[src/rtl/uart_cmd_responder.sv]
`default_nettype none
// ============================================================================
// Module   : uart_cmd_responder
// Brief    : Byte-framed register read/write command endpoint behind a UART.
//            A write request is CMD_WRITE, addr, data and is answered with ACK (0x06).
//            A read request is CMD_READ, addr and is answered with the register value.
//            An error is answered with NAK (0x15).
//            Each error event adds one to err_count, which saturates at all-ones.
// Option   : UART_CMD_CHECKSUM_EN adds a trailing XOR checksum byte to each
//            request and a (response ^ opcode) byte after each response.
// Revision : 1.0 - initial release
// ============================================================================
module uart_cmd_responder #(
  parameter int                   WORD_SIZE      = 8,
  parameter int                   TIMEOUT_CYCLES = 4000,
  parameter logic [WORD_SIZE-1:0] CMD_WRITE      = 8'h57,
  parameter logic [WORD_SIZE-1:0] CMD_READ       = 8'h52
) (
  input  logic                 clk,
  input  logic                 rstn,
  input  logic                 rx_valid,
  input  logic [WORD_SIZE-1:0] rx_data,
  input  logic                 tx_ready,
  output logic                 send_valid,
  output logic [WORD_SIZE-1:0] tx_data,
  output logic                 reg_wr_en,
  output logic [WORD_SIZE-1:0] reg_addr,
  output logic [WORD_SIZE-1:0] reg_wdata,
  input  logic [WORD_SIZE-1:0] reg_rdata,
  output logic                 busy,
  output logic [WORD_SIZE-1:0] err_count
);

  localparam logic [2:0] S_IDLE      = 3'd0;
  localparam logic [2:0] S_GET_ADDR  = 3'd1;
  localparam logic [2:0] S_GET_DATA  = 3'd2;
  localparam logic [2:0] S_EXEC      = 3'd3;
  localparam logic [2:0] S_SEND_RESP = 3'd4;
  localparam logic [2:0] S_GET_CSUM  = 3'd5;
  localparam logic [2:0] S_SEND_CSUM = 3'd6;

  localparam logic [WORD_SIZE-1:0] ACK = WORD_SIZE'(8'h06);
  localparam logic [WORD_SIZE-1:0] NAK = WORD_SIZE'(8'h15);

  // Counter wide enough to hold TIMEOUT_CYCLES-1 for any legal parameter value.
  localparam int              TW       = $clog2(TIMEOUT_CYCLES + 1);
  localparam logic [TW-1:0]   TMO_LAST = TW'(TIMEOUT_CYCLES - 1);

  logic [2:0]           state;
  logic [WORD_SIZE-1:0] opcode;
  logic [TW-1:0]        tmo_cnt;

  logic is_write;
  logic op_known;
  logic waiting;
  logic tmo_hit;
  logic accepted;
  logic overrun;
  logic bad_op;
  logic csum_bad;
  logic err_event;

`ifdef UART_CMD_CHECKSUM_EN
  logic [WORD_SIZE-1:0] csum_acc;     // running XOR of the request bytes
  logic                 single_resp;  // unknown-opcode NAK carries no check byte
`endif

  assign is_write = (opcode == CMD_WRITE);
  assign op_known = (rx_data == CMD_WRITE) || (rx_data == CMD_READ);
  assign accepted = send_valid && tx_ready;

`ifdef UART_CMD_CHECKSUM_EN
  assign waiting  = (state == S_GET_ADDR) || (state == S_GET_DATA) || (state == S_GET_CSUM);
  assign overrun  = rx_valid && ((state == S_EXEC) || (state == S_SEND_RESP) ||
                                 (state == S_SEND_CSUM));
  assign csum_bad = rx_valid && (state == S_GET_CSUM) && ((csum_acc ^ rx_data) != '0);
  assign send_valid = (state == S_SEND_RESP) || (state == S_SEND_CSUM);
`else
  assign waiting  = (state == S_GET_ADDR) || (state == S_GET_DATA);
  assign overrun  = rx_valid && ((state == S_EXEC) || (state == S_SEND_RESP));
  assign csum_bad = 1'b0;
  assign send_valid = (state == S_SEND_RESP);
`endif

  // A byte arriving in the expiry cycle wins over the timeout.
  assign tmo_hit   = waiting && !rx_valid && (tmo_cnt == TMO_LAST);
  assign bad_op    = rx_valid && (state == S_IDLE) && !op_known;
  // Simultaneous error sources still count as a single event.
  assign err_event = bad_op || tmo_hit || overrun || csum_bad;

  assign busy      = (state != S_IDLE);
  // EXEC is only reachable for a complete (and, if enabled, verified) request.
  assign reg_wr_en = (state == S_EXEC) && is_write;

  // Main request/response sequencer and its captured fields.
  always_ff @(posedge clk or negedge rstn) begin
    if (!rstn) begin
      state     <= S_IDLE;
      opcode    <= '0;
      reg_addr  <= '0;
      reg_wdata <= '0;
      tx_data   <= '0;
`ifdef UART_CMD_CHECKSUM_EN
      csum_acc    <= '0;
      single_resp <= 1'b0;
`endif
    end else begin
      case (state)
        S_IDLE: begin
          if (rx_valid) begin
            if (op_known) begin
              opcode <= rx_data;
              state  <= S_GET_ADDR;
`ifdef UART_CMD_CHECKSUM_EN
              csum_acc    <= rx_data;
              single_resp <= 1'b0;
`endif
            end else begin
              tx_data <= NAK;
              state   <= S_SEND_RESP;
`ifdef UART_CMD_CHECKSUM_EN
              single_resp <= 1'b1;
`endif
            end
          end
        end
        S_GET_ADDR: begin
          if (rx_valid) begin
            reg_addr <= rx_data;
`ifdef UART_CMD_CHECKSUM_EN
            csum_acc <= csum_acc ^ rx_data;
            state    <= is_write ? S_GET_DATA : S_GET_CSUM;
`else
            state    <= is_write ? S_GET_DATA : S_EXEC;
`endif
          end else if (tmo_hit) begin
            state <= S_IDLE;
          end
        end
        S_GET_DATA: begin
          if (rx_valid) begin
            reg_wdata <= rx_data;
`ifdef UART_CMD_CHECKSUM_EN
            csum_acc  <= csum_acc ^ rx_data;
            state     <= S_GET_CSUM;
`else
            state     <= S_EXEC;
`endif
          end else if (tmo_hit) begin
            state <= S_IDLE;
          end
        end
`ifdef UART_CMD_CHECKSUM_EN
        S_GET_CSUM: begin
          if (rx_valid) begin
            if (csum_bad) begin
              tx_data <= NAK;
              state   <= S_SEND_RESP;
            end else begin
              state   <= S_EXEC;
            end
          end else if (tmo_hit) begin
            state <= S_IDLE;
          end
        end
`endif
        S_EXEC: begin
          tx_data <= is_write ? ACK : reg_rdata;
          state   <= S_SEND_RESP;
        end
        S_SEND_RESP: begin
          if (accepted) begin
`ifdef UART_CMD_CHECKSUM_EN
            if (single_resp) begin
              state <= S_IDLE;
            end else begin
              tx_data <= tx_data ^ opcode;
              state   <= S_SEND_CSUM;
            end
`else
            state <= S_IDLE;
`endif
          end
        end
`ifdef UART_CMD_CHECKSUM_EN
        S_SEND_CSUM: begin
          if (accepted) begin
            state <= S_IDLE;
          end
        end
`endif
        default: state <= S_IDLE;
      endcase
    end
  end

  // Inter-byte timeout: runs only while waiting for request bytes.
  always_ff @(posedge clk or negedge rstn) begin
    if (!rstn) begin
      tmo_cnt <= '0;
    end else if (rx_valid || !waiting) begin
      tmo_cnt <= '0;
    end else begin
      tmo_cnt <= tmo_cnt + 1'b1;
    end
  end

  // Saturating error counter, at most one step per cycle.
  always_ff @(posedge clk or negedge rstn) begin
    if (!rstn) begin
      err_count <= '0;
    end else if (err_event && (err_count != '1)) begin
      err_count <= err_count + 1'b1;
    end
  end

endmodule
`default_nettype wire

[config.mk]
export PLATFORM = sky130hd
export DESIGN_NAME = uart_cmd_responder
export DESIGN_NICKNAME = d
export VERILOG_FILES = /design/src/rtl/uart_cmd_responder.sv
export SDC_FILE = /design/constraint.sdc
export NUM_CORES = 1
export LEC_CHECK = 0
export ABC_AREA = 1
export CORE_ASPECT_RATIO = 2
export CORE_MARGIN = 10
export CORE_UTILIZATION = 50
export CTS_CLUSTER_SIZE = 28
export DETAILED_ROUTE_END_ITERATION = 6
export PLACE_DENSITY = 0.79
export SLEW_MARGIN = 40
export SYNTH_ARGS = -nofsm -noshare
export SYNTH_HDL_FRONTEND = slang
export SYNTH_SLANG_ARGS = --single-unit
[constraint.sdc]
create_clock -name clk -period 1.7 [get_ports clk]
set_input_delay 0.34 -clock clk [delete_from_list [all_inputs] [get_ports clk]]
set_output_delay 0.34 -clock clk [all_outputs]
set_load 0.05 [all_outputs]
==> impl_metrics.env, run 1 <==
export IMPL_worst_r2r_cell_count=9
export IMPL_grt_pass1_wl_um=10500
export IMPL_first_pass_iters=4
export IMPL_fin_ws_ns=-0.00799
export IMPL_cts_root_buf="clkbuf_8"
export IMPL_max_slew_margin_rel_pct=75.5
export IMPL_rr_endpoint="err_count[5]"
export IMPL_syn_area_per_cell_um2=8.62
export IMPL_arrival_ns=1.37
export IMPL_vias=2198
export IMPL_yosys_warnings=0
export IMPL_synth_compound_area_share_pct=9.97
export IMPL_ys_seq_area_share_pct=53.8
export IMPL_fill_cells=403
export IMPL_die_x_um=70.6
export IMPL_p_leak_nw=1.68
export IMPL_ir_drop_uv=978
export IMPL_diodes=0
export IMPL_max_freq_ghz=0.585
export IMPL_wl_um=6160
export IMPL_outcome="finished with violations"
export IMPL_ys_ff_latch=55
export IMPL_final_cell_mix="75 x nand2_1, 52 x dfrtp_1, 49 x buf_4"
export IMPL_netlist_area_um2=2560
export IMPL_setup_viol=1
export IMPL_synthXorXnorAreaFrac_pct=2.05
export IMPL_die_area_um2=8560
export IMPL_yosys_area_share_simple_pct=27.3
export IMPL_fin_skew_ns=0.00360
export IMPL_drcViolationCount=0
export IMPL_violations="negative setup slack"
export IMPL_htreeDepth=2
export IMPL_num_io_pins=55
export IMPL_initial_utilization_pct=52.1
export IMPL_gp_congestion=0.769
export IMPL_cts_sinks=55
export IMPL_finalCriticalPeriod_ns=1.71
export IMPL_cp_data_required_time_ns=1.36
export IMPL_cts_tree="built"
export IMPL_crit_path_start_kind="register"
export IMPL_end_kind="output port"
export IMPL_finalCritPeriodShare_pct=100
export IMPL_worst_pin_slew_ns=0.368
export IMPL_cts_buffer_depth=2
export IMPL_avgViaCountPerCell=5.05
export IMPL_worst_setup_path_type="register to output port"
export IMPL_slowest_delay_ns=0.40
export IMPL_regToRegSetupSlack_ns=0.18
export IMPL_insertion_delay_ns=0.31
export IMPL_coreArea_um2=4910
export IMPL_dpl_hpwl_um=4690
export IMPL_nets=399
export IMPL_syn_inst=297
export IMPL_synth_fa_ha_area_share_pct=0.978
export IMPL_layout_drive_gt1_share_pct=28.6
export IMPL_grt_usage_pct=14.8
export IMPL_maxSlewViolCount=0
export IMPL_critPathLaunch="opcode[3]"
export IMPL_cts_clk_slew_worst_paths_ns=0.09
export IMPL_rr_startpoint="state[0]"
export IMPL_powerDensity_nw_per_um2=912
export IMPL_finalHoldViolCount=0
export IMPL_setup_tns_final_ns=-0.00799
export IMPL_antenna_found_initial=0
export IMPL_ctsHoldBuffers=0
export IMPL_syn_to_final_growth_pct=35.6
export IMPL_rsz0062_at_grt="yes"
export IMPL_cp_endpoint="reg_wr_en"
export IMPL_drt_iter0_markers=115
export IMPL_numPortBuffers=54
export IMPL_min_path_type="input port to asynchronous set/reset pin"
export IMPL_synth_top_family_by_area="simple AND/OR/NAND/NOR gates"
export IMPL_cp_slowest_cell="dfrtp_1"
export IMPL_global_route_overflow_total=0
export IMPL_path_cells="inv_2, nand2_2, nor2_4, nand2_2, nor2_4, buf_12"
export IMPL_row_count=36
export IMPL_grt_pass1_vias=2308
export IMPL_numCtsBuffers=5
export IMPL_final_common_cell="nand2_1"
export IMPL_grt_max_degree=56
export IMPL_crit_fanout=3
export IMPL_synth_distinct_cells=29
export IMPL_synth_net_count=319
export IMPL_wire_per_inst_um=14.2
export IMPL_place_ws_ns=-0.149
export IMPL_drtAntennaViolNets=0
export IMPL_die_height_um=121
export IMPL_synthMuxAreaShare_pct=0
export IMPL_cap_violations=0
flip-flops by register name (all words and copies together), names as in the netlist:
name / cells
tmo_cnt: 12
err_count: 8
reg_wdata: 8
opcode: 8
state: 3
reg_addr: 8
tx_data: 8
critical path, delay by kind of cell, from the launching register on:
family                 cells  cell delay (ns)
buffers and inverters      2             0.20
DFF                        1             0.40
and+or+nand+nor            4             0.45
report_power, final:
| part | total, mW | switching [mW] | leakage, nW | internal [mW] |
|---|---|---|---|---|
| sequential | 1.51 | 0.111 | 0.711 | 1.40 |
| combinational | 0.874 | 0.559 | 0.919 | 0.315 |
| clock | 0.778 | 0.408 | 0.0505 | 0.371 |
| total | 3.17 | 1.08 | 1.68 | 2.09 |
metal layers:
metal	vias to the layer above	GRT usage, %	part of all wire (%)
met5	-	0	0
met4	0	6.33	3.0
met3	16	3.60	4.4
met2	50	28.0	56
met1	1031	14.6	36
li1	1101	-	-
synth_stat cells:
| library cell | count | area [um^2] |
|---|---|---|
| nor3_4 | 1 | 16.3 |
| inv_1 | 24 | 90.1 |
| a21oi_4 | 1 | 16.3 |
| nor3_1 | 3 | 15.0 |
| dfrtp_1 | 55 | 1380 |
| or2_1 | 1 | 6.26 |
| nand4_1 | 4 | 25.0 |
| o21ai_1 | 1 | 5.00 |
| ha_1 | 2 | 25.0 |
| buf_6 | 1 | 11.3 |
| a21oi_1 | 13 | 65.1 |
| o21ai_0 | 16 | 80.1 |
| nand2_4 | 1 | 11.3 |
| nand2_2 | 6 | 37.5 |
| o21ai_2 | 2 | 17.5 |
| inv_2 | 10 | 37.5 |
| buf_2 | 1 | 5.00 |
| o21a_1 | 8 | 60.1 |
| nand3_2 | 2 | 20.0 |
| clkinv_1 | 1 | 3.75 |
| nor2_1 | 34 | 128 |
| xor2_1 | 3 | 26.3 |
| nand3_1 | 20 | 100 |
| o21bai_2 | 1 | 11.3 |
| nand3_4 | 2 | 35.0 |
| clkbuf_1 | 1 | 3.75 |
| nand2_1 | 78 | 293 |
| xnor2_1 | 3 | 26.3 |
| nor2_2 | 2 | 12.5 |
through the flow:
| stage | utilization (%) | cell area (um^2) | cells | power, mW | hold WS [ns] |
|---|---|---|---|---|---|
| detailed placement | 66.2 | 3250 | 418 | 2.40 | 0.356 |
| global route | 70.7 | 3470 | 435 | 3.32 | 0.0149 |
| CTS | 69.4 | 3410 | 430 | 3.18 | 0.0186 |
| finish | 70.7 | 3470 | 435 | 3.17 | 0.00593 |
| global placement | 66.2 | 3250 | 418 | 2.39 | 0.353 |
| floorplan | - | 2570 | 297 | 2.06 | 0.0444 |
how the worst min path moves through the flow:
stage,endpoint,startpoint,cells past startpoint
2_1_floorplan,err_count[0],rstn,0
3_3_place_gp,reg_addr[7],rstn,2
3_5_place_dp,reg_addr[7],rstn,2
4_1_cts,reg_addr[7],rstn,2
5_1_grt,reg_addr[7],rstn,2
6_report,reg_addr[7],rstn,2
layout make-up:
type / instances / area [um^2] / area share, %
flip-flops and latches: 55 / 1380 / 39.7
multi-input cells: 205 / 1090 / 31.5
repair buffers: 75 / 693 / 20.0
inverters: 35 / 131 / 3.78
clock buffers: 7 / 96.3 / 2.77
well taps: 57 / 71.3 / 2.05
clock inverters: 1 / 7.51 / 0.216
cells by family after synthesis:
logic type,after synthesis
buf+inv,38
fa+ha+maj,2
flops,55
compound gates,42
simple gates,154
xor+xnor,6
timing repair:
item | CTS | global route
gates resized for setup | 6 | 9
gates cloned | 0 | 1
pin swaps | 3 | 7
setup endpoints to repair | 1 | 11
setup buffers | 4 | 4
(Power assumes the default switching activity.)
==> inputs of run 2 (changes only) <==
--- a/config.mk
+++ b/config.mk
@@ -8,10 +8,10 @@
 export ABC_AREA = 1
 export CORE_ASPECT_RATIO = 2
 export CORE_MARGIN = 10
-export CORE_UTILIZATION = 50
+export CORE_UTILIZATION = 45
 export CTS_CLUSTER_SIZE = 28
 export DETAILED_ROUTE_END_ITERATION = 6
-export PLACE_DENSITY = 0.79
+export PLACE_DENSITY = 0.75
 export SLEW_MARGIN = 40
 export SYNTH_ARGS = -nofsm -noshare
 export SYNTH_HDL_FRONTEND = slang
==> constraint.sdc (replaced) <==
create_clock -name clk -period 1.5 [get_ports clk]
set_input_delay 0.3 -clock clk [delete_from_list [all_inputs] [get_ports clk]]
set_output_delay 0.3 -clock clk [all_outputs]
set_load 0.05 [all_outputs]
==> run 2 against run 1 <==
The run still ends with negative setup slack left. Sequential power is 19% higher. Design area is 21% higher. Global-route usage increased by 0.64 points. First-iteration DRC count rose by 30%. Critical endpoint unchanged. Combinational power up 57%. Die area rose by 8.6%. Wire length is 19% higher. Sequential share of layout area shrank 6.8 points. Clock power grew 13%. Total power rose by 28%. Worst setup slack got worse by 0.12 ns. Register-to-register slack worse by 0.21 ns.
==> impl_metrics.env, run 2 (synthesized netlist as in run 1, its figures left out) <==
export IMPL_outcome="finished with violations"
export IMPL_violations="negative setup slack"
export IMPL_grt_usage_pct=15.4
export IMPL_maxSlewViolCount=0
export IMPL_dp_cells=433
export IMPL_p_clk_share_pct=21.8
export IMPL_num_io_pins=55
export IMPL_slowest_delay_ns=0.40
export IMPL_gp_congestion=0.827
export IMPL_cp_slowest_cell="dfrtp_1"
export IMPL_final_cell_mix="62 x nand2_1, 50 x dfrtp_1, 37 x buf_12"
export IMPL_instances_no_fill=459
export IMPL_drcViolationCount=0
export IMPL_die_height_um=127
export IMPL_row_count=38
export IMPL_power_internal_mw=2.64
export IMPL_grt_pass1_vias=2416
export IMPL_wire_per_inst_um=15.9
export IMPL_cts_root_buf="clkbuf_8"
export IMPL_numPortBuffers=54
export IMPL_whs_ns=0.451
export IMPL_initial_utilization_pct=46.8
export IMPL_crit_path_start_kind="register"
export IMPL_finalCritPeriodShare_pct=108
export IMPL_insertion_delay_ns=0.31
export IMPL_layout_drive_gt1_share_pct=38.6
export IMPL_dpl_hpwl_um=5110
export IMPL_numCtsBuffers=5
export IMPL_worst_setup_path_type="register to output port"
export IMPL_rsz0062_at_grt="yes"
export IMPL_cts_sinks=55
export IMPL_coreArea_um2=5470
export IMPL_first_pass_iters=4
export IMPL_antenna_found_initial=0
export IMPL_crit_fanout=3
export IMPL_path_cells="inv_4, nor3_4, inv_2, nor2_4, buf_12"
export IMPL_finalHoldViolCount=0
export IMPL_nets=420
export IMPL_cts_tree="built"
export IMPL_diodes=0
export IMPL_avgViaCountPerCell=5.19
export IMPL_comb_power_share_pct=33.9
export IMPL_switchingPower_mw=1.41
export IMPL_finalCriticalPeriod_ns=1.62
export IMPL_ir_drop_uv=1300
export IMPL_cp_data_required_time_ns=1.20
export IMPL_final_common_cell="nand2_1"
export IMPL_fin_ws_ns=-0.124
export IMPL_cts_clk_slew_worst_paths_ns=0.10
export IMPL_htreeDepth=2
export IMPL_vias=2380
export IMPL_max_freq_ghz=0.616
export IMPL_min_path_type="input port to asynchronous set/reset pin"
export IMPL_end_kind="output port"
export IMPL_cts_buffer_depth=2
export IMPL_arrival_ns=1.32
export IMPL_die_area_um2=9290
export IMPL_sequentialPowerShare_pct=44.4
export IMPL_cap_violations=0
export IMPL_top_register="tmo_cnt"
export IMPL_largest_register_ffs=12
export IMPL_die_x_um=73.3
export IMPL_drtAntennaViolNets=0
export IMPL_worst_pin_slew_ns=0.422
export IMPL_powerDensity_nw_per_um2=966
export IMPL_max_slew_margin_rel_pct=71.9
export IMPL_global_route_overflow_total=0
export IMPL_fin_skew_ns=0.0108
export IMPL_grt_pass1_wl_um=11600
export IMPL_wl_um=7310
export IMPL_setup_viol=11
export IMPL_drt_iter0_markers=149
export IMPL_setup_tns_final_ns=-0.454
export IMPL_switching_share_pct=34.7
export IMPL_p_leak_nw=1.94
export IMPL_grt_max_degree=40
export IMPL_utilization_pct=76.7
export IMPL_syn_to_final_growth_pct=63.8
-- run 2: cell count changes in the layout (fill, tap and decap cells not counted), sizes merged --
cell,delta
buf,+19
clkbuf,-1
clkinv,+1
dlygate4sd3,+1
or2,+1
-- run 2: power groups by stage --
stage,sequential (mW),combinational [mW],clock [mW]
after floorplan,2.06,0.310,0
after global placement,1.80,1.24,0
after detailed placement,1.80,1.26,0
after CTS,1.78,1.31,0.900
after global routing,1.81,1.44,0.960
final,1.80,1.37,0.883
-- run 2: cell type report --
| class | instances | area (um^2) |
|---|---|---|
| clock inverters | 2 | 16.3 |
| flip-flops and latches | 55 | 1380 |
| inverters | 35 | 141 |
| multi-input cells | 206 | 1250 |
| well taps | 60 | 75.1 |
| clock buffers | 6 | 82.6 |
| repair buffers | 95 | 1250 |
| fillers | 356 | 1270 |
-- run 2: per-stage QoR --
stage	cell area, um^2	setup slack [ns]	power [mW]
after floorplan	2600	0.000277	2.37
after global placement	3760	-0.290	3.04
after detailed placement	3760	-0.371	3.06
after CTS	4010	-0.146	3.99
after global routing	4190	-0.192	4.21
final	4190	-0.124	4.05
-- run 2: timing repair --
action,in CTS,in global routing
gates resized for setup,21,36
cloned,1,1
setup buffers,8,9
hold buffers,1,0
setup endpoints to repair,19,30
hold endpoints to repair,16,0
pin swaps,11,16
-- run 2: critical path, delay by kind of cell, from the launching register on --
family        cells  cell delay [ns]
flops             1             0.40
simple gates      2             0.32
buf+inv           3             0.30
-- run 2: path summary, 6_finish.rpt --
| check | slack [ns] | endpoint | cells past startpoint | from |
|---|---|---|---|---|
| worst max-delay path | -0.12 | reg_wr_en | 5 | state[1] |
| worst min register to register | 0.48 | opcode[3] | 2 | opcode[3] |
| worst min-delay path | 0.45 | reg_wdata[7] | 2 | rstn |
| worst max register to register | -0.03 | err_count[6] | 11 | state[1] |
| min in group clk | 0.48 | opcode[3] | 2 | opcode[3] |
| max in group asynchronous | 0.49 | err_count[5] | 3 | rstn |
-- run 2: per-layer routing --
metal  GRT usage [%]  vias to the layer above  part of all wire (%)
met5               0                        -                     0
met4            6.39                        0                   2.8
met3            4.53                       16                   6.0
met2            27.2                       74                    56
met1            16.2                     1140                    35
li1                -                     1150                     -
==> inputs of run 3 (changes only) <==
--- a/config.mk
+++ b/config.mk
@@ -11,6 +11,7 @@
 export CORE_UTILIZATION = 45
 export CTS_CLUSTER_SIZE = 28
 export DETAILED_ROUTE_END_ITERATION = 6
+export HOLD_SLACK_MARGIN = 0.08
 export PLACE_DENSITY = 0.75
 export SLEW_MARGIN = 40
 export SYNTH_ARGS = -nofsm -noshare
==> results of run 3 <==
No change in the layout: final DEF, timing and power equal those of run 2.
